[src/rtl/cpu_ctrl_pkg.sv]
// Shared definitions for the CPU control sequencer.
// Holds the opcode map, the ALU increment code, the sequencer state
// encoding, the IR field positions and a helper that sorts an opcode
// into the action class the sequencer branches on.
package cpu_ctrl_pkg;

    // IR field positions for the default 5-bit opcode / 4-bit register fields.
    localparam int IR_MSB    = 31;
    localparam int IR_OP_LSB = 27;
    localparam int IR_RA_LSB = 23;
    localparam int IR_RB_LSB = 19;
    localparam int IR_RC_LSB = 15;

    // Opcode map.
    localparam logic [4:0] OP_ADD  = 5'h00;
    localparam logic [4:0] OP_SUB  = 5'h01;
    localparam logic [4:0] OP_AND  = 5'h02;
    localparam logic [4:0] OP_OR   = 5'h03;
    localparam logic [4:0] OP_SHR  = 5'h04;
    localparam logic [4:0] OP_SHRA = 5'h05;
    localparam logic [4:0] OP_SHL  = 5'h06;
    localparam logic [4:0] OP_ROR  = 5'h07;
    localparam logic [4:0] OP_ROL  = 5'h08;
    localparam logic [4:0] OP_NEG  = 5'h09;
    localparam logic [4:0] OP_NOT  = 5'h0A;
    localparam logic [4:0] OP_MUL  = 5'h0F;
    localparam logic [4:0] OP_MFHI = 5'h10;
    localparam logic [4:0] OP_MFLO = 5'h11;
    localparam logic [4:0] OP_NOP  = 5'h1A;
    localparam logic [4:0] OP_HALT = 5'h1B;

    // ALU code for B+1, used to advance the PC during fetch.
    localparam logic [3:0] ALUOP_INC = 4'hC;

    typedef enum logic [3:0] {
        ST_IDLE = 4'd0,
        ST_F0   = 4'd1,
        ST_F1   = 4'd2,
        ST_F2   = 4'd3,
        ST_F3   = 4'd4,
        ST_E0   = 4'd5,
        ST_E1   = 4'd6,
        ST_E2   = 4'd7,
        ST_E3   = 4'd8,
        ST_HALT = 4'd9
    } state_t;

    typedef enum logic [2:0] {
        CL_ALU     = 3'd0,
        CL_MUL     = 3'd1,
        CL_MFHI    = 3'd2,
        CL_MFLO    = 3'd3,
        CL_NOP     = 3'd4,
        CL_HALT    = 3'd5,
        CL_ILLEGAL = 3'd6
    } op_class_t;

    function automatic op_class_t decode_op(input logic [4:0] op);
        op_class_t cls;
        if (op <= OP_NOT) begin
            cls = CL_ALU;
        end else begin
            case (op)
                OP_MUL:  cls = CL_MUL;
                OP_MFHI: cls = CL_MFHI;
                OP_MFLO: cls = CL_MFLO;
                OP_NOP:  cls = CL_NOP;
                OP_HALT: cls = CL_HALT;
                default: cls = CL_ILLEGAL;
            endcase
        end
        return cls;
    endfunction

endpackage

[src/rtl/reg_select_decoder.sv]
// One-hot register select decoder with enable.
// Ports:
//   sel    - binary register index
//   en     - when low the output is all zeros
//   onehot - one bit per register, at most one bit set
module reg_select_decoder #(
    parameter int SW = 4
) (
    input  logic [SW-1:0]      sel,
    input  logic               en,
    output logic [2**SW-1:0]   onehot
);

    always_comb begin
        onehot = '0;
        if (en) begin
            onehot[sel] = 1'b1;
        end
    end

endmodule

[src/rtl/control_sequencer.sv]
// Moore control unit that walks the register/bus datapath through
// fetch (F0..F3) and execute (E0..E3) for the instruction held in IR.
// Ports:
//   clock, clear           - rising-edge clock, synchronous active-high reset
//   run                    - start/continue, looked at in IDLE and at boundaries
//   mem_ready              - memory read data valid (F2 handshake)
//   ir                     - IR contents fed back from the datapath
//   Rin / Rout             - one-hot register load / bus drive
//   PCin..Zhighout         - datapath load and bus-drive strobes
//   ALUop, ALU_MUL         - ALU function, multiplier result select
//   MARin, Read            - memory address load and read request
//   instr_done, illegal    - per-instruction pulses
//   halted                 - high while in HALT
// All outputs depend only on the state register and ir, apart from MDRin,
// which also follows mem_ready so the MDR loads on the data-valid cycle.
module control_sequencer
    import cpu_ctrl_pkg::*;
#(
    parameter int OPW = 5,
    parameter int RFW = 4
) (
    input  logic                clock,
    input  logic                clear,
    input  logic                run,
    input  logic                mem_ready,
    input  logic [31:0]         ir,
    output logic [2**RFW-1:0]   Rin,
    output logic [2**RFW-1:0]   Rout,
    output logic                PCin,
    output logic                PCout,
    output logic                IRin,
    output logic                Yin,
    output logic                MDRin,
    output logic                MDRout,
    output logic                HIin,
    output logic                HIout,
    output logic                LOin,
    output logic                LOout,
    output logic                Zlowin,
    output logic                Zhighin,
    output logic                Zlowout,
    output logic                Zhighout,
    output logic [3:0]          ALUop,
    output logic                ALU_MUL,
    output logic                MARin,
    output logic                Read,
    output logic                instr_done,
    output logic                illegal,
    output logic                halted
);

    localparam int OP_LSB = IR_MSB - OPW + 1;
    localparam int RA_LSB = OP_LSB - RFW;
    localparam int RB_LSB = RA_LSB - RFW;
    localparam int RC_LSB = RB_LSB - RFW;

    state_t           state;
    state_t           state_nxt;
    op_class_t        cls;
    logic [OPW-1:0]   op;
    logic [RFW-1:0]   ra;
    logic [RFW-1:0]   rb;
    logic [RFW-1:0]   rc;
    logic [RFW-1:0]   rout_sel;
    logic             rin_en;
    logic             rout_en;
    logic             unused_ir;

    assign op        = ir[IR_MSB -: OPW];
    assign ra        = ir[RA_LSB +: RFW];
    assign rb        = ir[RB_LSB +: RFW];
    assign rc        = ir[RC_LSB +: RFW];
    assign unused_ir = ^ir[RC_LSB-1:0];
    assign cls       = decode_op(5'(op));

    // E0 puts the first operand (rb) on the bus, E1 the second (rc).
    assign rout_sel  = (state == ST_E1) ? rc : rb;

    always_ff @(posedge clock) begin
        if (clear) begin
            state <= ST_IDLE;
        end else begin
            state <= state_nxt;
        end
    end

    always_comb begin
        state_nxt  = state;
        rin_en     = 1'b0;
        rout_en    = 1'b0;
        PCin       = 1'b0;
        PCout      = 1'b0;
        IRin       = 1'b0;
        Yin        = 1'b0;
        MDRin      = 1'b0;
        MDRout     = 1'b0;
        HIin       = 1'b0;
        HIout      = 1'b0;
        LOin       = 1'b0;
        LOout      = 1'b0;
        Zlowin     = 1'b0;
        Zhighin    = 1'b0;
        Zlowout    = 1'b0;
        Zhighout   = 1'b0;
        ALUop      = 4'h0;
        ALU_MUL    = 1'b0;
        MARin      = 1'b0;
        Read       = 1'b0;
        instr_done = 1'b0;
        illegal    = 1'b0;
        halted     = 1'b0;

        case (state)
            ST_IDLE: begin
                if (run) state_nxt = ST_F0;
            end
            ST_F0: begin
                PCout     = 1'b1;
                MARin     = 1'b1;
                ALUop     = ALUOP_INC;
                Zlowin    = 1'b1;
                state_nxt = ST_F1;
            end
            ST_F1: begin
                Zlowout   = 1'b1;
                PCin      = 1'b1;
                state_nxt = ST_F2;
            end
            ST_F2: begin
                Read = 1'b1;
                if (mem_ready) begin
                    MDRin     = 1'b1;
                    state_nxt = ST_F3;
                end
            end
            ST_F3: begin
                MDRout    = 1'b1;
                IRin      = 1'b1;
                state_nxt = ST_E0;
            end
            ST_E0: begin
                case (cls)
                    CL_ALU, CL_MUL: begin
                        rout_en   = 1'b1;
                        Yin       = 1'b1;
                        state_nxt = ST_E1;
                    end
                    CL_MFHI: begin
                        HIout      = 1'b1;
                        rin_en     = 1'b1;
                        instr_done = 1'b1;
                    end
                    CL_MFLO: begin
                        LOout      = 1'b1;
                        rin_en     = 1'b1;
                        instr_done = 1'b1;
                    end
                    CL_HALT: begin
                        state_nxt = ST_HALT;
                    end
                    CL_ILLEGAL: begin
                        illegal    = 1'b1;
                        instr_done = 1'b1;
                    end
                    default: begin
                        instr_done = 1'b1;
                    end
                endcase
            end
            ST_E1: begin
                rout_en   = 1'b1;
                ALUop     = op[3:0];
                Zlowin    = 1'b1;
                if (cls == CL_MUL) begin
                    ALU_MUL = 1'b1;
                    Zhighin = 1'b1;
                end
                state_nxt = ST_E2;
            end
            ST_E2: begin
                Zlowout = 1'b1;
                if (cls == CL_MUL) begin
                    LOin      = 1'b1;
                    state_nxt = ST_E3;
                end else begin
                    rin_en     = 1'b1;
                    instr_done = 1'b1;
                end
            end
            ST_E3: begin
                Zhighout   = 1'b1;
                HIin       = 1'b1;
                instr_done = 1'b1;
            end
            ST_HALT: begin
                halted = 1'b1;
            end
            default: begin
                state_nxt = ST_IDLE;
            end
        endcase

        // Instruction boundary: the only place run is looked at after start.
        if (instr_done) begin
            state_nxt = run ? ST_F0 : ST_IDLE;
        end
    end

    reg_select_decoder #(.SW(RFW)) u_rin_dec (
        .sel    (ra),
        .en     (rin_en),
        .onehot (Rin)
    );

    reg_select_decoder #(.SW(RFW)) u_rout_dec (
        .sel    (rout_sel),
        .en     (rout_en),
        .onehot (Rout)
    );

endmodule

[config.mk]
export PLATFORM = sky130hd
export DESIGN_NAME = control_sequencer
export DESIGN_NICKNAME = d
export VERILOG_FILES = /design/src/rtl/cpu_ctrl_pkg.sv /design/src/rtl/reg_select_decoder.sv /design/src/rtl/control_sequencer.sv
export SDC_FILE = /design/constraint.sdc
export NUM_CORES = 1
export LEC_CHECK = 0
export ABC_AREA = 1
export CORE_ASPECT_RATIO = 0.6
export CORE_UTILIZATION = 33
export DETAILED_ROUTE_END_ITERATION = 6
export PLACE_DENSITY_LB_ADDON = 0.2
export SLEW_MARGIN = 15
export SYNTH_ARGS = -nofsm -noshare
export SYNTH_HDL_FRONTEND = slang
export SYNTH_SLANG_ARGS = --single-unit
[constraint.sdc]
create_clock -name clock -period 2.69 [get_ports clock]
set_input_delay 0.4035 -clock clock [delete_from_list [all_inputs] [get_ports clock]]
set_output_delay 0.4035 -clock clock [all_outputs]
set_load 0.05 [all_outputs]
==> Implementation_results.wiki <==
{| class="wikitable"
! Metric !! Value
|-
| Sink count of the clock tree || 4
|-
| Largest net degree at the start of global routing || 16
|-
| TritonCTS clock tree || done
|-
| Largest buffer count on any clock path || 2
|-
| Number of antenna violations at the first check in global routing || 0
|-
| Drt wl/cell || 13.1 um
|-
| Yosys synthesis warning count || 0
|-
| Register bit total from synthesis || 4
|-
| Most frequent standard cell in the layout excluding fill and tap cells || nor2_1
|-
| Leading cell types in the layout, fill and taps excluded || nor2_1 (59), buf_12 (40), clkdlybuf4s50_1 (33)
|-
| Mean post-synth cell area || 5.22 sq um
|-
| Cell at the slowest stage of the critical path || clkdlybuf4s50_1
|-
| Max Fanout on Critical Path || 5
|-
| Cell-by-cell listing of the critical path || clkdlybuf4s50_1, nand2_1, nor2_2, nor2_4, o21ai_4, nand3_2, nor2_1, buf_12
|-
| Chip Width || 71.4 um
|-
| Dominant cells by area after synthesis || nor2_1 (23%), nand2_1 (11%), inv_1 (11%)
|-
| Post-synth cell types || 28
|-
| Cell leakage power || 0.997 nW
|-
| Fin Hold WS || 672 ps
|-
| Weighted congestion at the end of routability-driven global placement || 0.943
|-
| Total Routing Usage GR || 25.1%
|-
| Total via count after detailed routing || 1451
|-
| Power after layout || 0.510 mW
|-
| Post-detailed-placement half-perimeter wirelength || 3.25 mm
|-
| Final period demand of the worst path || 2560 ps
|-
| Area after DPL || 2110 sq um
|-
| Post-detailed-route count of antenna-violating nets || 0
|-
| Count of hold-fix buffers inserted at cts || 0
|-
| Initial core utilization || 36.3%
|-
| Data arrival time of the critical path || 2160 ps
|-
| Biggest cell delay along the critical path || 510 ps
|-
| Max reg flops || 4
|-
| Total routed wirelength || 3.83 mm
|-
| Cell count after synthesis || 183
|-
| Power per Cell Area || 235 nW/um^2
|-
| Library cell occupying the most area in the post-synthesis netlist || nor2_1
|-
| Ant. Diodes || 0
|-
| Achievable frequency || 391 MHz
|-
| Y dimension of the die || 43.7 um
|-
| Via count of the first global-routing pass || 1298
|-
| Register with the highest flop count || state
|-
| Number of clock buffers inserted by TritonCTS || 3
|-
| First-pass DRT Iterations || 4
|-
| Tightest Pin Transition || 515 ps
|-
| Category of the worst setup path capture point || output port
|-
| Core Area || 2630 sq um
|-
| Boundary Pins || 92
|-
| Number of cells in the finished layout apart from fillers || 291
|-
| Outcome || completed
|-
| First-pass GRT wire length || 6.12 mm
|-
| Max-cap violations || 0
|-
| Rel. slew slack || 65.6%
|-
| VDD IR-drop max || 0.203 mV
|-
| Die ar. || 3120 sq um
|-
| Tightest Hold Check Type || reg2reg
|-
| Number of H-tree branching levels || 1
|-
| WS Path Type || in2out
|-
| Share of the cycle needed by the critical path after routing || 95.2%
|-
| Standard-cell rows || 14
|-
| R2R depth || 9
|-
| Layout overhead on the synthesized area || 128%
|-
| Clock tree root buffer cell || clkbuf_8
|-
| Clock transition at the register clock pins on the worst setup and hold paths after CTS || 30 ps
|-
| Final standard cell area without fillers || 2170 sq um
|-
| Count of endpoints failing hold in the final timing report || 0
|-
| Number of buffer cells added on primary ports || 76
|-
| Launching element type of the critical path || input port
|-
| Top flop regs || state x4
|-
| Detailed-route DRC error count || 0
|-
| Hold depth || 2
|-
| Total overflow reported by the global router || 0
|-
| Final setup skew || 1.98 ps
|-
| Cell area after synthesis || 955 sq um
|-
| Layout cell share with drive strength beyond 1 || 29.3%
|-
| Required arrival time at the worst endpoint || 2290 ps
|-
| Dpl cells || 287
|-
| Detailed router's first-iteration violation count || 95
|-
| Ratio of routed vias to standard cells || 4.99
|-
| Synthesized netlist net count || 219
|-
| Max Transition Viols Final || 0
|-
| Number of nets in the layout || 297
|-
| Clock insertion delay at the later pin of the skew report || 220 ps
|-
| Final count of negative-setup-slack endpoints || 0
|-
| Post-synthesis sequential area ratio || 8.39%
|-
| Area share of the largest cell type after synthesis || 23.2%
|}
report_power, final:
part | total, mW | internal (mW) | switching (mW) | leakage, nW
Combinational | 0.304 | 0.103 | 0.201 | 0.943
Clock | 0.131 | 0.0957 | 0.0354 | 0.0216
Sequential | 0.0751 | 0.0663 | 0.00889 | 0.0328
cells by family after synthesis:
group                  share of synthesized area, %
buffers and inverters                          18.3
and+or+nand+nor                                60.2
DFF                                            8.39
AOI/OAI and AO/OA                              13.1
timing repair:
| item | in CTS | in global routing |
|---|---|---|
| setup endpoints to repair | 0 | 8 |
| gates resized for setup | 0 | 2 |
| buffers inserted | 0 | 1 |
| endpoints found under the hold margin | 0 | 0 |
final cells by class:
type / instances / area [sq um]
clock buffer: 3 / 41.3
fill: 166 / 454
inverter: 35 / 134
multi-input combinational: 139 / 709
sequential: 4 / 80.1
tap: 32 / 40.0
timing repair buffer: 78 / 1170
path summary, 6_finish.rpt:
check	from	end	slack, ps
worst min-delay path	state[1]	state[1]	670
worst max-delay path	ir[27]	Rout[4]	130
worst min register to register	state[1]	state[1]	670
worst max register to register	state[0]	state[0]	1130
cells in the mapped netlist:
cell type / number
nor3_1: 1
buf_4: 4
o21ai_2: 2
nand3b_1: 1
o211ai_1: 1
inv_4: 1
o22ai_2: 1
dfxtp_1: 4
nand2_4: 2
nor2_4: 2
a21oi_1: 3
nor2_2: 2
o21a_1: 2
buf_6: 1
nor2_1: 59
nand2_2: 3
o21ai_4: 2
nand4_1: 5
inv_1: 28
o21ai_1: 1
or2_1: 1
nor3_2: 1
o21ai_0: 4
nand2_1: 29
nand3_1: 12
nand3_2: 4
nor3b_1: 1
inv_2: 6
through the flow:
step	TNS, ps	setup WS (ps)	utilization (%)
3_5_place_dp	0	44.9	80.5
5_1_grt	-11.1	-7.35	82.7
3_3_place_gp	0	93.2	80.5
6_report	0	130	82.7
4_1_cts	0	40.5	82.0
2_1_floorplan	0	124	-
metal layers:
metal | wire, um | vias up | global-route usage, %
li1 | - | 716 | -
met1 | 1610 | 652 | 33.8
met2 | 1810 | 80 | 42.1
met3 | 395 | 3 | 5.81
met4 | 11 | 0 | 4.00
met5 | 0 | - | 0
worst max-delay path: cells and delay by family:
kind                   cells  cell delay (ps)
AO/OA/AOI/OAI              1              210
AND/OR/NAND/NOR            5              840
buffers and inverters      2              680
Power figures use the tool's default switching activity.
